<file path="config.mk">
export PLATFORM = sky130hd
export DESIGN_NAME = nn_bus_master
export DESIGN_NICKNAME = d
export VERILOG_FILES = /design/src/rtl/nn_bus_pkg.sv /design/src/rtl/nn_coeff_shadow.sv /design/src/rtl/nn_bus_master.sv
export SDC_FILE = /design/constraint.sdc
export NUM_CORES = 1
export LEC_CHECK = 0
export CORE_ASPECT_RATIO = 1.25
export CORE_MARGIN = 5
export CORE_UTILIZATION = 55
export DETAILED_ROUTE_END_ITERATION = 8
export PLACE_DENSITY = 0.83
export RECOVER_POWER = 25
export SLEW_MARGIN = 15
export SYNTH_ARGS = -nofsm -noshare
export SYNTH_HDL_FRONTEND = slang
export SYNTH_HIERARCHICAL = 1
export SYNTH_SLANG_ARGS = --single-unit
</file>
<file path="constraint.sdc">
create_clock -name CLK -period 9.3 [get_ports CLK]
set_input_delay 2.325 -clock CLK [delete_from_list [all_inputs] [get_ports CLK]]
set_output_delay 2.325 -clock CLK [all_outputs]
set_load 0.05 [all_outputs]
</file>
<file path="src/rtl/nn_bus_pkg.sv">
// rtl/nn_bus_pkg.sv - shared address map, status bits and FSM encoding for nn_bus_master
package nn_bus_pkg;

    localparam int ADDR_W = 9;
    localparam int IDX_W  = 5;

    localparam logic [ADDR_W-1:0] ADDR_COEFF0 = 9'd0;
    localparam logic [ADDR_W-1:0] ADDR_OFFSET = 9'd20;
    localparam logic [ADDR_W-1:0] ADDR_DATA   = 9'd21;
    localparam logic [ADDR_W-1:0] ADDR_START  = 9'd22;
    localparam logic [ADDR_W-1:0] ADDR_STATUS = 9'd23;
    localparam logic [ADDR_W-1:0] ADDR_RESULT = 9'd24;

    localparam int STATUS_DONE_BIT = 0;
    localparam int STATUS_ERR_BIT  = 1;

    typedef enum logic [2:0] {
        ST_IDLE,
        ST_LOAD,
        ST_DATA,
        ST_START,
        ST_POLL,
        ST_RESULT,
        ST_OUT
    } state_e;

endpackage

</file>
<file path="src/rtl/nn_coeff_shadow.sv">
// rtl/nn_coeff_shadow.sv - coefficient/offset shadow register file with dirty tracking
module nn_coeff_shadow
    import nn_bus_pkg::*;
#(
    parameter int Width      = 32,
    parameter int NumEntries = 21
) (
    input  logic             clk,
    input  logic             rst_n,
    input  logic             we,
    input  logic [IDX_W-1:0] widx,
    input  logic [Width-1:0] wdata,
    input  logic [IDX_W-1:0] ridx,
    output logic [Width-1:0] rdata,
    input  logic             clear_dirty,
    output logic             dirty
);

    localparam logic [IDX_W-1:0] LastIdx = IDX_W'(NumEntries - 1);

    logic [Width-1:0] mem_q [NumEntries];
    logic [Width-1:0] mem_d [NumEntries];
    logic             dirty_q;
    logic             dirty_d;
    logic             we_ok;

    assign we_ok = we && (widx <= LastIdx);

    // A write in the same cycle as the read is forwarded, so a load that
    // starts together with a config write sees the new value.
    assign rdata = (we_ok && (widx == ridx)) ? wdata :
                   (ridx <= LastIdx)         ? mem_q[ridx] : '0;

    // Pending write counts as dirty immediately so the job-start decision
    // cannot miss it.
    assign dirty = dirty_q | we_ok;

    always_comb begin
        mem_d   = mem_q;
        dirty_d = dirty_q;
        if (we_ok) begin
            mem_d[widx] = wdata;
            dirty_d     = 1'b1;
        end
        // Clear wins: a write in the clear cycle is already in the reload
        // through the forwarding path above.
        if (clear_dirty) begin
            dirty_d = 1'b0;
        end
    end

    always_ff @(posedge clk or negedge rst_n) begin
        if (!rst_n) begin
            for (int i = 0; i < NumEntries; i++) begin
                mem_q[i] <= '0;
            end
            dirty_q <= 1'b1;
        end else begin
            mem_q   <= mem_d;
            dirty_q <= dirty_d;
        end
    end

endmodule

</file>
<file path="src/rtl/nn_bus_master.sv">
// rtl/nn_bus_master.sv - bus initiator that runs neuron accelerator jobs from a sample stream
module nn_bus_master
    import nn_bus_pkg::*;
#(
    parameter int Width       = 32,
    parameter int NumCoeff    = 20,
    parameter int PollTimeout = 1023
) (
    input  logic              CLK,
    input  logic              MasterReset,
    input  logic              cfg_we,
    input  logic [IDX_W-1:0]  cfg_idx,
    input  logic [Width-1:0]  cfg_data,
    input  logic              in_valid,
    output logic              in_ready,
    input  logic [Width-1:0]  in_data,
    output logic              out_valid,
    input  logic              out_ready,
    output logic [Width-1:0]  out_data,
    output logic              out_error,
    output logic              busy,
    output logic              write,
    output logic              read,
    output logic [ADDR_W-1:0] address,
    output logic [Width-1:0]  writedata,
    input  logic [Width-1:0]  readdata
);

    localparam int                CntW  = $clog2(PollTimeout + 1);
    localparam logic [IDX_W-1:0]  LastK = IDX_W'(NumCoeff);
    localparam logic [CntW-1:0]   CntMax = CntW'(PollTimeout);

    state_e             state_q, state_d;
    logic [IDX_W-1:0]   k_q, k_d;
    logic [Width-1:0]   sample_q, sample_d;
    logic [CntW-1:0]    cnt_q, cnt_d;
    logic               write_q, write_d;
    logic               read_q, read_d;
    logic [ADDR_W-1:0]  address_q, address_d;
    logic [Width-1:0]   writedata_q, writedata_d;
    logic               in_ready_q, in_ready_d;
    logic               out_valid_q, out_valid_d;
    logic [Width-1:0]   out_data_q, out_data_d;
    logic               out_error_q, out_error_d;
    logic               busy_q, busy_d;

    logic               clear_dirty;
    logic               dirty;
    logic [Width-1:0]   shadow_rdata;

    nn_coeff_shadow #(
        .Width      (Width),
        .NumEntries (NumCoeff + 1)
    ) u_shadow (
        .clk         (CLK),
        .rst_n       (MasterReset),
        .we          (cfg_we),
        .widx        (cfg_idx),
        .wdata       (cfg_data),
        .ridx        (k_d),
        .rdata       (shadow_rdata),
        .clear_dirty (clear_dirty),
        .dirty       (dirty)
    );

    always_comb begin
        state_d     = state_q;
        k_d         = k_q;
        sample_d    = sample_q;
        cnt_d       = cnt_q;
        out_data_d  = out_data_q;
        out_error_d = out_error_q;
        clear_dirty = 1'b0;

        unique case (state_q)
            ST_IDLE: begin
                if (in_ready_q && in_valid) begin
                    sample_d = in_data;
                    k_d      = '0;
                    if (dirty) begin
                        state_d     = ST_LOAD;
                        clear_dirty = 1'b1;
                    end else begin
                        state_d = ST_DATA;
                    end
                end
            end
            ST_LOAD: begin
                if (k_q == LastK) begin
                    state_d = ST_DATA;
                end else begin
                    k_d = k_q + 1'b1;
                end
            end
            ST_DATA: begin
                state_d = ST_START;
            end
            ST_START: begin
                cnt_d   = '0;
                state_d = ST_POLL;
            end
            ST_POLL: begin
                // readdata is combinational from the slave during our read.
                if (readdata[STATUS_DONE_BIT]) begin
                    out_error_d = readdata[STATUS_ERR_BIT];
                    state_d     = ST_RESULT;
                end else begin
                    cnt_d = cnt_q + 1'b1;
                    if (cnt_d == CntMax) begin
                        out_error_d = 1'b1;
                        out_data_d  = '0;
                        state_d     = ST_OUT;
                    end
                end
            end
            ST_RESULT: begin
                out_data_d = readdata;
                state_d    = ST_OUT;
            end
            ST_OUT: begin
                if (out_ready) begin
                    state_d = ST_IDLE;
                end
            end
            default: begin
                state_d = ST_IDLE;
            end
        endcase

        // Bus outputs are registered, so they are computed for the state
        // being entered and appear for exactly that state's cycle.
        write_d     = 1'b0;
        read_d      = 1'b0;
        address_d   = '0;
        writedata_d = '0;
        case (state_d)
            ST_LOAD: begin
                write_d     = 1'b1;
                address_d   = ADDR_COEFF0 + ADDR_W'(k_d);
                writedata_d = shadow_rdata;
            end
            ST_DATA: begin
                write_d     = 1'b1;
                address_d   = ADDR_DATA;
                writedata_d = sample_d;
            end
            ST_START: begin
                write_d   = 1'b1;
                address_d = ADDR_START;
            end
            ST_POLL: begin
                read_d    = 1'b1;
                address_d = ADDR_STATUS;
            end
            ST_RESULT: begin
                read_d    = 1'b1;
                address_d = ADDR_RESULT;
            end
            default: begin
            end
        endcase

        in_ready_d  = (state_d == ST_IDLE);
        busy_d      = (state_d != ST_IDLE);
        out_valid_d = (state_d == ST_OUT);
    end

    always_ff @(posedge CLK or negedge MasterReset) begin
        if (!MasterReset) begin
            state_q     <= ST_IDLE;
            k_q         <= '0;
            sample_q    <= '0;
            cnt_q       <= '0;
            write_q     <= 1'b0;
            read_q      <= 1'b0;
            address_q   <= '0;
            writedata_q <= '0;
            in_ready_q  <= 1'b0;
            out_valid_q <= 1'b0;
            out_data_q  <= '0;
            out_error_q <= 1'b0;
            busy_q      <= 1'b0;
        end else begin
            state_q     <= state_d;
            k_q         <= k_d;
            sample_q    <= sample_d;
            cnt_q       <= cnt_d;
            write_q     <= write_d;
            read_q      <= read_d;
            address_q   <= address_d;
            writedata_q <= writedata_d;
            in_ready_q  <= in_ready_d;
            out_valid_q <= out_valid_d;
            out_data_q  <= out_data_d;
            out_error_q <= out_error_d;
            busy_q      <= busy_d;
        end
    end

    assign write     = write_q;
    assign read      = read_q;
    assign address   = address_q;
    assign writedata = writedata_q;
    assign in_ready  = in_ready_q;
    assign out_valid = out_valid_q;
    assign out_data  = out_data_q;
    assign out_error = out_error_q;
    assign busy      = busy_q;

endmodule

</file>
Word level (Yosys, flattened, before mapping)

Index checks and enable logic that the tools add are counted.

Flip-flop bits (word level): 802
Latch bits: 0
Bits in writable memories: 0
Bits in read-only memories: 0
Memories: 0

$add $sub $neg: 2
$mul: 0
Divide/modulo/power cells: 0
Magnitude comparators: 5
Eq/ne operators: 17
Shift operators: 0
Multiplexer cells: 36
Bitwise operators: 3
Reductions and logical operators: 16

Operator list:

| kind                                                                  | number |
|---|---|
| 672-bit bitwise mux                                                   | 1 |
| 32-bit 2-to-1 mux                                                     | 9 |
| 32-bit binary-select mux with 5-bit select                            | 1 |
| 32-bit demux with 5-bit select                                        | 1 |
| 32-bit one-hot mux with 2 select lines                                | 2 |
| 5-bit one-hot mux with 5 select lines                                 | 1 |
| 3-bit one-hot mux with 7 select lines                                 | 1 |
| 10-bit one-hot mux with 2 select lines                                | 1 |
| 3-bit equality test, second input constant                            | 6 |
| 3-bit 2-to-1 mux                                                      | 5 |
| 3-bit by 2-bit equality test with 1-bit output, second input constant | 4 |
| 6-bit greater-or-equal comparator, second input constant              | 2 |
| 5-bit NOT with 6-bit output                                           | 2 |
| 10-bit by 1-bit adder with 10-bit output, second input constant       | 1 |
| 10-bit equality test, second input constant                           | 1 |
| 5-bit <= comparator, second input constant                            | 2 |
| 10-bit 2-to-1 mux                                                     | 1 |
| 5-bit 2-to-1 mux                                                      | 2 |
| 5-bit one-hot mux with 2 select lines                                 | 1 |
| 1-bit 2-to-1 mux                                                      | 9 |
| 2-bit nonzero test                                                    | 4 |
| 3-bit by 1-bit equality test with 1-bit output, second input constant | 2 |
| 3-bit logical NOT                                                     | 2 |
| 6-bit by 1-bit < comparator with 1-bit output, second input constant  | 1 |
| other kinds (12)                                                      | 17 |

Longest topological paths before layout

Gate-level depths: netlist of run 1.

Depth after elaboration: 10
Gate-level depth with buffers: 16
Mapped depth without buffers: 12

By module

Netlist of run 1, hierarchy kept.

By module, submodules not included:

| module          | times used | cells an instance | area each (um^2) | sequential area each (um^2) |
|---|---|---|---|---|
| nn_coeff_shadow | 1          | 2272              | 31288.8          | 16842.4 |
| nn_bus_master   | 1          | 379               | 5054.8           | 3128.0 |

Worst setup path after synthesis of run 1

Ideal clock, no wire load.

Path type: input-to-reg
From: input in_valid
To: register writedata_q[10], in the netlist writedata[10]
Arrival: 4.885 ns
Data required time: 9.179 ns
Path slack: 4.294 ns
Stages on the path: 12
Cell sequence: nor4bb_1 -> nor2b_1 -> buf_6 -> buf_2 -> o31ai_1 -> xnor2_1 -> nand4_1 -> o31ai_2 -> buf_2 -> a21oi_1 -> a211o_1 -> a22o_1

Word-level cells in the longest chain between the ends: 10

Ends and longest elaborated chain:

| element                                              | line                  | text |
|---|---|---|
| from (decl)                                          | nn_bus_master.sv:14   | `input logic in_valid,` |
| 1-bit logical AND *                                  | nn_bus_master.sv:77   | `if (in_ready_q && in_valid) begin` |
| 5-bit 2-to-1 mux *                                   | nn_bus_master.sv:77   |  |
| 5-bit one-hot mux with 2 select lines *              | nn_bus_master.sv:75   | `unique case (state_q)` |
| via k_d[1]                                           | nn_bus_master.sv:34   | `logic [IDX_W-1:0] k_q, k_d;` |
| 5-bit NOT with 6-bit output (implied by the code)    | nn_coeff_shadow.sv:32 | `(ridx <= LastIdx) ? mem_q[ridx] : '0;` |
| 32-bit binary-select mux with 5-bit select           | nn_coeff_shadow.sv:32 |  |
| 32-bit 2-to-1 mux (implied by the code) (2 in a row) | nn_coeff_shadow.sv:32 |  |
| 32-bit 2-to-1 mux                                    | nn_coeff_shadow.sv:32 |  |
| 32-bit 2-to-1 mux *                                  | nn_coeff_shadow.sv:31 | `assign rdata = (we_ok && (widx == ridx)) ? wdata :` |
| via shadow_rdata[10]                                 | nn_bus_master.sv:49   | `logic [Width-1:0] shadow_rdata;` |
| 32-bit one-hot mux with 2 select lines *             | nn_bus_master.sv:136  | `case (state_d)` |
| via writedata_d[10]                                  | nn_bus_master.sv:40   | `logic [Width-1:0] writedata_q, writedata_d;` |
| to (signal assigned)                                 | nn_bus_master.sv:191  | `writedata_q <= writedata_d;` |
| to (decl)                                            | nn_bus_master.sv:40   |  |

The timed path passes the listed nets; every way through them passes the cells marked *. The select of a mux whose other input is x is not followed.
A chain may end at the register's enable or synchronous reset.

==> qor.yml, run 1 <==
drt:
  drtIter0Drc: 2226
  avgRoutedWirePerCell_um: 27.1
  drt-vias-per-instance: 6.45
  vias: 23400
  drt-total-wl_mm: 98.1
  drcViolationCount: 0
  final_antenna_net_count: 0
  dr.pass1.iters: 5
die:
  dieArea_um2: 71400
  coreArea_um2: 65600
  rows: 105
  initial_utilization_pct: 55.4
  die_y_um: 297
  num_io_pins: 185
  die_w_um: 240
synthesis:
  synth_cell_types: 61
  synth-edff-count: 0
  seq_area_frac_synth_pct: 54.9
  yosys_warnings: 6
  yosysTopAreaCellShare_pct: 54.9
  avgSynthCellArea_um2: 13.7
  synthesis.area_um2: 36300
  yosysTopAreaCell: "dfrtp_1"
  synthTopCellsByArea: "dfrtp_1 55%, mux2_2 22%, mux2i_1 7.9%, a22oi_1 2.6%, a22o_1 1.6%"
  synth_flop_cell: "dfrtp_1"
  synth_compound_area_share_pct: 7.73
  synth_top_family_by_area: "multiplexers"
  synthArstFlopShare_pct: 100
  synth_xor_xnor_area_share_pct: 0.269
  ys_ff_latch: 798
  muxShareOfSynthArea_pct: 30.7
  yosys.area_share.simple_pct: 2.70
  syn_inst: 2651
  synth_fa_ha_area_share_pct: 0.138
global_route:
  antenna_found_initial: 9
  grt_pass1_wl_mm: 151
  grt_max_degree: 194
  grt.total_usage_pct: 27.1
  grt_overflow: 0
  grt_pass1_vias: 24900
finish:
  layout_common_cells: "797 x dfrtp_1, 721 x mux2_2, 288 x mux2i_1, 176 x clkdlybuf4s50_1, 128 x a22oi_1"
  nNetsFinal: 2810
  utilization_pct: 62.9
  drive_gt1_share_pct: 33.7
  fillers: 4573
  area_growth_pct: 13.5
  mostFrequentLayoutCell: "dfrtp_1"
power:
  max-vdd-ir-drop_uv: 804
  total_leakage_power_nw: 19.2
  p_total_w: 0.0135
  power_density_nw_per_um2: 327
timing:
  hold_viol_final: 0
  rsz0062_at_grt: "false"
  clock.fmax_mhz: 154
  drv_slew: 287
  skew_ns: 0.0109
  min_period_ns: 6.51
  final.setup.tns_ns: 0
  fin_crit_sh_pct: 70.0
  setup_violations: 0
  worstMarginPinSlew_ns: 4.34
  hold_ws_ns: 0.486
  relSlewSlack_pct: -190
placed_design:
  port_buffers: 180
  gp_congestion: 0.824
  hpwl_mm: 54.8
clock_tree:
  cts-resized-gates: 0
  cts_root_buf: "clkbuf_16"
  numCtsBuffers: 74
  cts.sinks: 798
  cts_tree: "built"
  postCtsSetupBuffers: 0
  clkSlewWorstSetupHoldPaths_ns: 0.06
  htree_levels: 3
  clk_path_buf_depth: 3
  cts_hold_buf: 0
  clkLatencyLatePin_ns: 0.61
critical_path:
  path_depth: 2
  startpoint: "MasterReset"
  critPathSlowestCell: "clkbuf_2"
  crit_buf_inv: 2
  r2r_cells: 11
  reg2reg_from: "state_q[0]"
  cp-end-kind: "asynchronous set/reset pin"
  path_class: "in2async"
  critPathMaxStageDelay_ns: 3.06
  startpoint_type: "primary input"
  cp_top_family: "buffers and inverters"
  regToRegSetupSlack_ns: 4.54
  critical_path_required_ns: 8.99
  critPathMaxFanout: 179
  timing.rr.end: "writedata[7]"
  cp_cell_sequence: "buf_8 -> clkbuf_2"
  worstSetupEndpoint: "u_shadow/mem_q[311]"
  crit_arrival_ns: 6.19
worst_hold_path:
  worstHoldStart: "cnt_q[9]"
  hold_class: "reg2reg"
flow_run:
  maxCapViolations: 4
status:
  failed_checks: "capacitance limit, slew limit"
  run_status: "finished, violations left"
## cell usage after synthesis, types with 2 or more instances
master     count
dfrtp_1      797
mux2_2       721
mux2i_1      288
a22oi_1      128
clkbuf_1     120
buf_2         95
nand3_1       68
a22o_1        65
a21oi_1       39
a211o_1       34
a2111oi_0     33
o22ai_1       32
buf_4         31
nand2_1       29
nor2b_1       16
o21ai_1       16
mux2_1        15
nor2_1        15
inv_1         11
o21ai_0       10
nand4_1        8
and3_1         6
nor3_1         6
xnor2_1        6
a31oi_1        5
buf_1          4
ha_1           4
nand2b_1       4
buf_6          3
nor3b_2        3
o21a_1         3
and2_1         2
clkbuf_2       2
nor2_4         2
nor3_2         2
or3_1          2
xor2_1         2
## where the power goes
group	internal, W	total (W)	switching (W)
logic	0.00238	0.00558	0.00320
clock network	0.00195	0.00323	0.00128
registers	0.00426	0.00469	0.000429
total	0.00858	0.0135	0.00491
## per-layer routing
layer  GRT usage [%]  vias up  part of all wire (%)
met2            43.9      967                    49
met5               0        -                     0
met1            35.5    12300                    39
met3            4.91      291                   7.0
li1                -     9865                     -
met4            12.9        0                   5.1
## kinds of logic after synthesis
| family | Yosys count |
|---|---|
| mux | 1024 |
| flops | 798 |
| compound gates | 373 |
| buf+inv | 267 |
| simple gates | 175 |
| xor+xnor | 9 |
| fa+ha+maj | 4 |
| other cells | 1 |
## how the worst min path moves through the flow
stage	end	slack, ns	cells after the start
after floorplan	cnt_q[9]	0.43	1
after global placement	cnt_q[6]	0.45	1
after detailed placement	cnt_q[9]	0.47	1
after CTS	cnt_q[9]	0.48	1
after global routing	cnt_q[9]	0.51	1
final	cnt_q[9]	0.49	1
## per-stage QoR
step / instances / setup slack, ns / instance area (um^2)
global placement: 3479 / 2.81 / 38600
CTS: 3613 / 3.36 / 41200
finish: 3623 / 2.79 / 41200
floorplan: 2654 / 4.29 / 36400
detailed placement: 3479 / 2.76 / 38600
global route: 3623 / 1.77 / 41200
## layout make-up
class	count	area, um^2	share of cell area, %
inverter	12	45.0	0.109
multi-input combinational	1589	15300	37.1
clock inverter	18	297	0.719
timing repair buffer	225	2200	5.34
clock buffer	116	2340	5.67
antenna	9	22.5	0.0546
tap	856	1070	2.60
sequential	798	20000	48.4
## registers in the layout, indices dropped and copies added, names as in the netlist
register / count
writedata: 32
busy: 1
write: 1
u_shadow/dirty_q: 1
u_shadow/mem_q: 672
out_data: 32
read: 1
state_q: 3
in_ready: 1
out_valid: 1
sample_q: 32
k_q: 5
out_error: 1
cnt_q: 10
address: 5
Note: power is estimated with default switching activity, not from simulation.
==> run 2, diff against run 1 <==
clock period = 6.3 ns   (was 9.3 ns; I/O delays follow)
==> run 2 against run 1 <==
Effect of this change:
- the run still ends with capacitance limit, slew limit left
- critical path type is now in2reg
- worst setup slack worse by 1.3 ns
- sequential power is 48% higher
- largest power group unchanged
- critical endpoint is now writedata[28]
- wire length is 1.2% higher
- highest routed layer unchanged
- power is 47% higher
==> qor.yml, run 2 (synthesized netlist as in run 1, its figures left out) <==
drt:
  drt-total-wl_mm: 99.2  # +1.2%
  drt-met1-wl_mm: 38.0  # +0.19%
  final_antenna_net_count: 0  # unchanged
  wl_met2_mm: 49.0  # +1.4%
  drcViolationCount: 0  # unchanged
  avgRoutedWirePerCell_um: 27.4  # +1.2%
  dr.pass1.iters: 8  # +3
  vias: 23700  # +1.4%
  wl_met3_mm: 7.05  # +2.7%
  drtIter0Drc: 2284  # +2.6%
  drt-vias-per-instance: 6.55  # +1.4%
  routed.top_layer: "met4"
finish:
  largest_reg_flops: 672  # unchanged
  area_growth_pct: 13.3
  stdcell_area_um2: 41200  # -0.16%
  mostFrequentLayoutCell: "dfrtp_1"
  utilization_pct: 62.8  # -0.10 points
  seq_area_um2: 20000  # unchanged
  drive_gt1_share_pct: 33.7  # +0.048 points
  multiInputGateArea_um2: 15300  # about the same
  top_register: "u_shadow/mem_q"
  layout_common_cells: "797 x dfrtp_1, 721 x mux2_2, 288 x mux2i_1, 178 x clkdlybuf4s50_1, 128 x a22oi_1"
  fillers: 4605  # +0.70%
  nNetsFinal: 2822  # +0.43%
timing:
  fin_crit_sh_pct: 76.3
  setup_ws_ns: 1.50  # -1.30 ns
  setup_violations: 0  # unchanged
  drv_slew: 163  # -43%
  relSlewSlack_pct: -82.8  # +110 points
  min_period_ns: 4.80
  clock.fmax_mhz: 208
  hold_viol_final: 0  # unchanged
  skew_ns: 0.0123  # +0.00142 ns
  rsz0062_at_grt: "false"
  final.setup.tns_ns: 0  # unchanged
  worstMarginPinSlew_ns: 2.74  # -1.60 ns
die:
  num_io_pins: 185  # unchanged
  initial_utilization_pct: 55.4  # unchanged
  dieArea_um2: 71400  # unchanged
  rows: 105  # unchanged
  coreArea_um2: 65600  # unchanged
  die_w_um: 240  # unchanged
  die_y_um: 297  # unchanged
clock_tree:
  cts.sinks: 798  # unchanged
  cts_hold_buf: 0  # unchanged
  clk_path_buf_depth: 3  # unchanged
  cts_tree: "built"
  htree_levels: 3  # unchanged
  clkLatencyLatePin_ns: 0.62  # about the same
  cts-resized-gates: 0  # unchanged
  postCtsSetupBuffers: 0  # unchanged
  clkSlewWorstSetupHoldPaths_ns: 0.07  # about the same
  numCtsBuffers: 73  # -1.4%
  cts_root_buf: "clkbuf_16"
critical_path:
  reg2reg_from: "state_q[0]"
  cp-end-kind: "flip-flop"
  critical_path_required_ns: 6.80  # -2.19 ns
  startpoint_type: "primary input"
  path_class: "in2reg"
  startpoint: "in_valid"
  critPathMaxFanout: 64  # -64%
  crit_arrival_ns: 5.30  # -0.89 ns
placed_design:
  hpwl_mm: 58.0  # +5.8%
  port_buffers: 180  # unchanged
  dpl-instance-area_um2: 38700  # +0.40%
  post-place-ws_ns: 1.02  # -1.73 ns
  gp_congestion: 0.827  # +0.36%
global_route:
  antenna_found_initial: 5  # -4
  grt_overflow: 0  # unchanged
  grt_pass1_wl_mm: 151  # +0.48%
  grt.total_usage_pct: 27.3  # +0.17 points
  grt_pass1_vias: 25100  # +0.91%
  grt_max_degree: 144  # -26%
power:
  max-vdd-ir-drop_uv: 875  # +8.9%
  total_leakage_power_nw: 19.2  # -0.14%
  power_density_nw_per_um2: 481  # +47%
status:
  run_status: "finished, violations left"
  failed_checks: "capacitance limit, slew limit"
worst_hold_path:
  hold_class: "reg2reg"
  worstHoldStart: "cnt_q[9]"
flow_run:
  maxCapViolations: 3  # -1
## run 2: cell types whose count changed in the layout (fill, tap and decap cells not counted), sizes merged, moves of 2 or more
| cell | before | now |
|---|---|---|
| dlygate4sd3 | 3 | 1 |
| clkbuf | 120 | 109 |
| diode | 9 | 4 |
| clkinv | 8 | 10 |
| buf | 42 | 55 |
| clkdlybuf4s50 | 176 | 178 |
## run 2: worst paths after layout
path | endpoint | slack, ns | cells after the start
worst max-delay path | writedata[28] | 1.50 | 11
worst min-delay path | cnt_q[9] | 0.48 | 1
worst max register to register | writedata[28] | 1.96 | 10
worst min register to register | cnt_q[9] | 0.48 | 1
max in group asynchronous | u_shadow/mem_q[67] | 1.63 | 2
min in group asynchronous | u_shadow/mem_q[646] | 1.79 | 1
## run 2: per-stage QoR
step / hold WS [ns] / total power (W) / cells
after floorplan: 0.431 / 0.0127 / 2654
after global placement: 0.447 / 0.0148 / 3493
after detailed placement: 0.472 / 0.0151 / 3493
after CTS: 0.485 / 0.0197 / 3619
after global routing: 0.486 / 0.0206 / 3623
final: 0.478 / 0.0198 / 3623
## run 2: critical path, cell delays in order
cell             delay (ns)
clkdlybuf4s50_1        0.43
nor4bb_1               0.16
nor2b_1                0.20
o31ai_2                0.80
xnor2_1                0.19
nand4_1                0.24
nor3_4                 0.17
buf_4                  0.73
a2111oi_0              0.19
a211o_1                0.33
a22o_1                 0.22
## run 2: per-layer routing
layer,GRT usage (%),vias up
met5,0,-
met4,12.8,0
met3,4.37,303
met2,45.1,1066
met1,35.4,12400
li1,-,9904
## run 2: layout make-up
cell class	count	share of cell area, %
sequential	798	48.5
multi-input combinational	1589	37.1
timing repair buffer	238	5.70
clock buffer	105	5.23
tap	856	2.60
clock inverter	21	0.711
inverter	12	0.109
antenna	4	0.0243
## run 2: report_power, final
| group | switching, W | total (W) | internal [W] |
|---|---|---|---|
| registers | 0.000636 | 0.00692 | 0.00629 |
| clock network | 0.00192 | 0.00458 | 0.00266 |
| logic | 0.00476 | 0.00830 | 0.00355 |
| total | 0.00731 | 0.0198 | 0.0125 |
==> run 3, diff against run 2 <==
PLACE_DENSITY = 0.86   (was 0.83)
clock period = 4.2 ns   (was 6.3 ns; I/O delays follow)
==> run 3 against run 2 <==
Effect of this change:
- clock-buffer cell count is 1 higher
- via count rose by 0.37%
- the run still ends with capacitance limit, slew limit left
- cell count increased by 0.91%
- global-route usage increased by 0.080 points
- first-iteration DRC count decreased by 4.6%
- register-to-register slack worse by 1.5 ns
- critical path depth up 1
- clock power grew 48%
- worst hold slack worse by 0.0095 ns
- sequential share of layout area down 0.59 points
- cell area up 1.2%
==> qor.yml, run 3 (synthesized netlist as in run 1, its figures left out) <==
power:
  max-vdd-ir-drop_uv: 848  # -3.1%
  power_density_nw_per_um2: 721  # +50%
  total_leakage_power_nw: 19.4  # +1.2%
timing:
  skew_ns: 0.0173  # +0.00494 ns
  clock.fmax_mhz: 265
  fin_crit_sh_pct: 90.0
  rsz0062_at_grt: "false"
  hold_viol_final: 0  # unchanged
  final.setup.tns_ns: 0  # unchanged
  setup_ws_ns: 0.421  # -1.07 ns
  relSlewSlack_pct: -111  # -28 points
  drv_slew: 109  # -33%
  hold_ws_ns: 0.468  # -0.00954 ns
  worstMarginPinSlew_ns: 3.16  # +0.421 ns
  setup_violations: 0  # unchanged
  min_period_ns: 3.78
clock_tree:
  cts_hold_buf: 0  # unchanged
  cts-resized-gates: 0  # unchanged
  clkLatencyLatePin_ns: 0.62  # about the same
  htree_levels: 3  # unchanged
  cts.sinks: 798  # unchanged
  cts_tree: "built"
  clk_path_buf_depth: 3  # unchanged
  numCtsBuffers: 72  # -1.4%
  postCtsSetupBuffers: 0  # unchanged
  clkSlewWorstSetupHoldPaths_ns: 0.06  # about the same
  cts_root_buf: "clkbuf_16"
drt:
  drtIter0Drc: 2180  # -4.6%
  drt-vias-per-instance: 6.51  # -0.54%
  avgRoutedWirePerCell_um: 27.0  # -1.4%
  final_antenna_net_count: 0  # unchanged
  dr.pass1.iters: 7  # -1
  vias: 23800  # +0.37%
  drcViolationCount: 0  # unchanged
  drt-total-wl_mm: 98.7  # -0.52%
critical_path:
  critPathSlowestCell: "clkdlybuf4s50_1"
  cp_cell_sequence: "clkdlybuf4s50_1 -> a21oi_1 -> or3_1 -> a21oi_1 -> a21oi_4 -> buf_4 -> buf_12 -> mux2_2 -> o22ai_1 -> a2111oi_0 -> a211o_1 -> a22o_1"
  cp-end-kind: "flip-flop"
  reg2reg_from: "state_q[0]"
  critPathMaxStageDelay_ns: 0.47  # -0.33 ns
  startpoint: "in_valid"
  regToRegSetupSlack_ns: 0.43  # -1.53 ns
  crit_arrival_ns: 4.27  # -1.03 ns
  cp_top_family: "compound AO/OA/AOI/OAI gates"
  startpoint_type: "primary input"
  path_class: "in2reg"
  critical_path_required_ns: 4.69  # -2.11 ns
  timing.rr.end: "writedata[3]"
  crit_top_cell: "a21oi_1"
  crit_buf_inv: 3  # +1
  critPathMaxFanout: 71  # +11%
  r2r_cells: 10  # unchanged
placed_design:
  hpwl_mm: 58.6  # +0.90%
  port_buffers: 180  # unchanged
  dpl-instance-area_um2: 39200  # +1.3%
  placed_cells: 3522  # +0.83%
  post-place-ws_ns: -0.0390  # -1.06 ns
  gp_congestion: 0.844  # +2.1%
die:
  num_io_pins: 185  # unchanged
  die_w_um: 240  # unchanged
  dieArea_um2: 71400  # unchanged
  initial_utilization_pct: 55.4  # unchanged
  coreArea_um2: 65600  # unchanged
  rows: 105  # unchanged
  die_y_um: 297  # unchanged
global_route:
  grt_max_degree: 117  # -19%
  grt_busiest_layer: "met2"
  met1_usage_pct: 34.3  # -1.0 points
  met2_usage_pct: 45.4  # +0.29 points
  grt_pass1_vias: 25700  # +2.6%
  antenna_found_initial: 6  # +1
  grt.total_usage_pct: 27.3  # +0.080 points
  grt_pass1_wl_mm: 153  # +0.88%
  use_met3_pct: 5.14  # +0.77 points
  grt_overflow: 0  # unchanged
finish:
  mostFrequentLayoutCell: "dfrtp_1"
  nNetsFinal: 2850  # +0.99%
  area_growth_pct: 14.7
  top_register: "u_shadow/mem_q"
  stdcell_area_um2: 41700  # +1.2%
  layout_common_cells: "797 x dfrtp_1, 721 x mux2_2, 288 x mux2i_1, 179 x clkdlybuf4s50_1, 128 x a22oi_1"
  drive_gt1_share_pct: 34.6  # +0.84 points
  final_cells: 3656  # +0.91%
  largest_reg_flops: 672  # unchanged
worst_hold_path:
  hold_depth: 1  # unchanged
  whs_endpoint: "cnt_q[6]"
  hold_class: "reg2reg"
  worstHoldStart: "cnt_q[6]"
status:
  run_status: "finished, violations left"
  failed_checks: "capacitance limit, slew limit"
flow_run:
  maxCapViolations: 1  # -2
==> run 3: cell count changes in the layout (fill, tap and decap cells not counted), sizes merged <==
cell / before / now
dlygate4sd3: 1 / 0
clkbuf: 109 / 108
clkinvlp: 2 / 3
buf: 55 / 86
bufinv: 7 / 6
clkdlybuf4s50: 178 / 179
inv: 14 / 15
diode: 4 / 6
==> run 3: worst reg2reg max path: cells and delay by family, from the launching register on <==
family | cells | cell delay, ns
compound gates | 6 | 1.24
flops | 1 | 0.68
buf+inv | 2 | 0.74
simple gates | 1 | 0.48
mux | 1 | 0.51
==> run 3: metal layers <==
layer | routed length [um] | part of all wire [%]
met5 | 13 | 0.013
met4 | 5640 | 5.7
met3 | 6770 | 6.9
met2 | 48800 | 49
met1 | 37500 | 38
==> run 3: area by class of cell <==
| class | instances | area (um^2) |
|---|---|---|
| tap | 856 | 1070 |
| inverter | 12 | 45.0 |
| antenna | 6 | 15.0 |
| multi-input combinational | 1589 | 15300 |
| sequential | 798 | 20000 |
| clock inverter | 22 | 279 |
| timing repair buffer | 267 | 2860 |
| fill | 4406 | 23900 |
| clock buffer | 106 | 2150 |
==> run 3: metrics by stage <==
step           total power [W]  utilization [%]
2_1_floorplan           0.0191                -
3_3_place_gp            0.0226             59.8
3_5_place_dp            0.0231             59.8
4_1_cts                 0.0299             63.6
5_1_grt                 0.0313             63.6
6_report                0.0301             63.6
==> run 3: how the worst max path moves through the flow <==
stage	end	slack, ns	depth (start not counted)
global route	writedata[8]	0.20	10
detailed placement	writedata[29]	-0.04	12
global placement	writedata[0]	-0.001	12
finish	writedata[3]	0.42	12
floorplan	writedata[10]	0.47	12
CTS	writedata[29]	0.49	10
==> run 3: power by group <==
group          internal, W  switching (W)
Clock              0.00393        0.00283
Combinational      0.00558        0.00732
Sequential         0.00943       0.000962
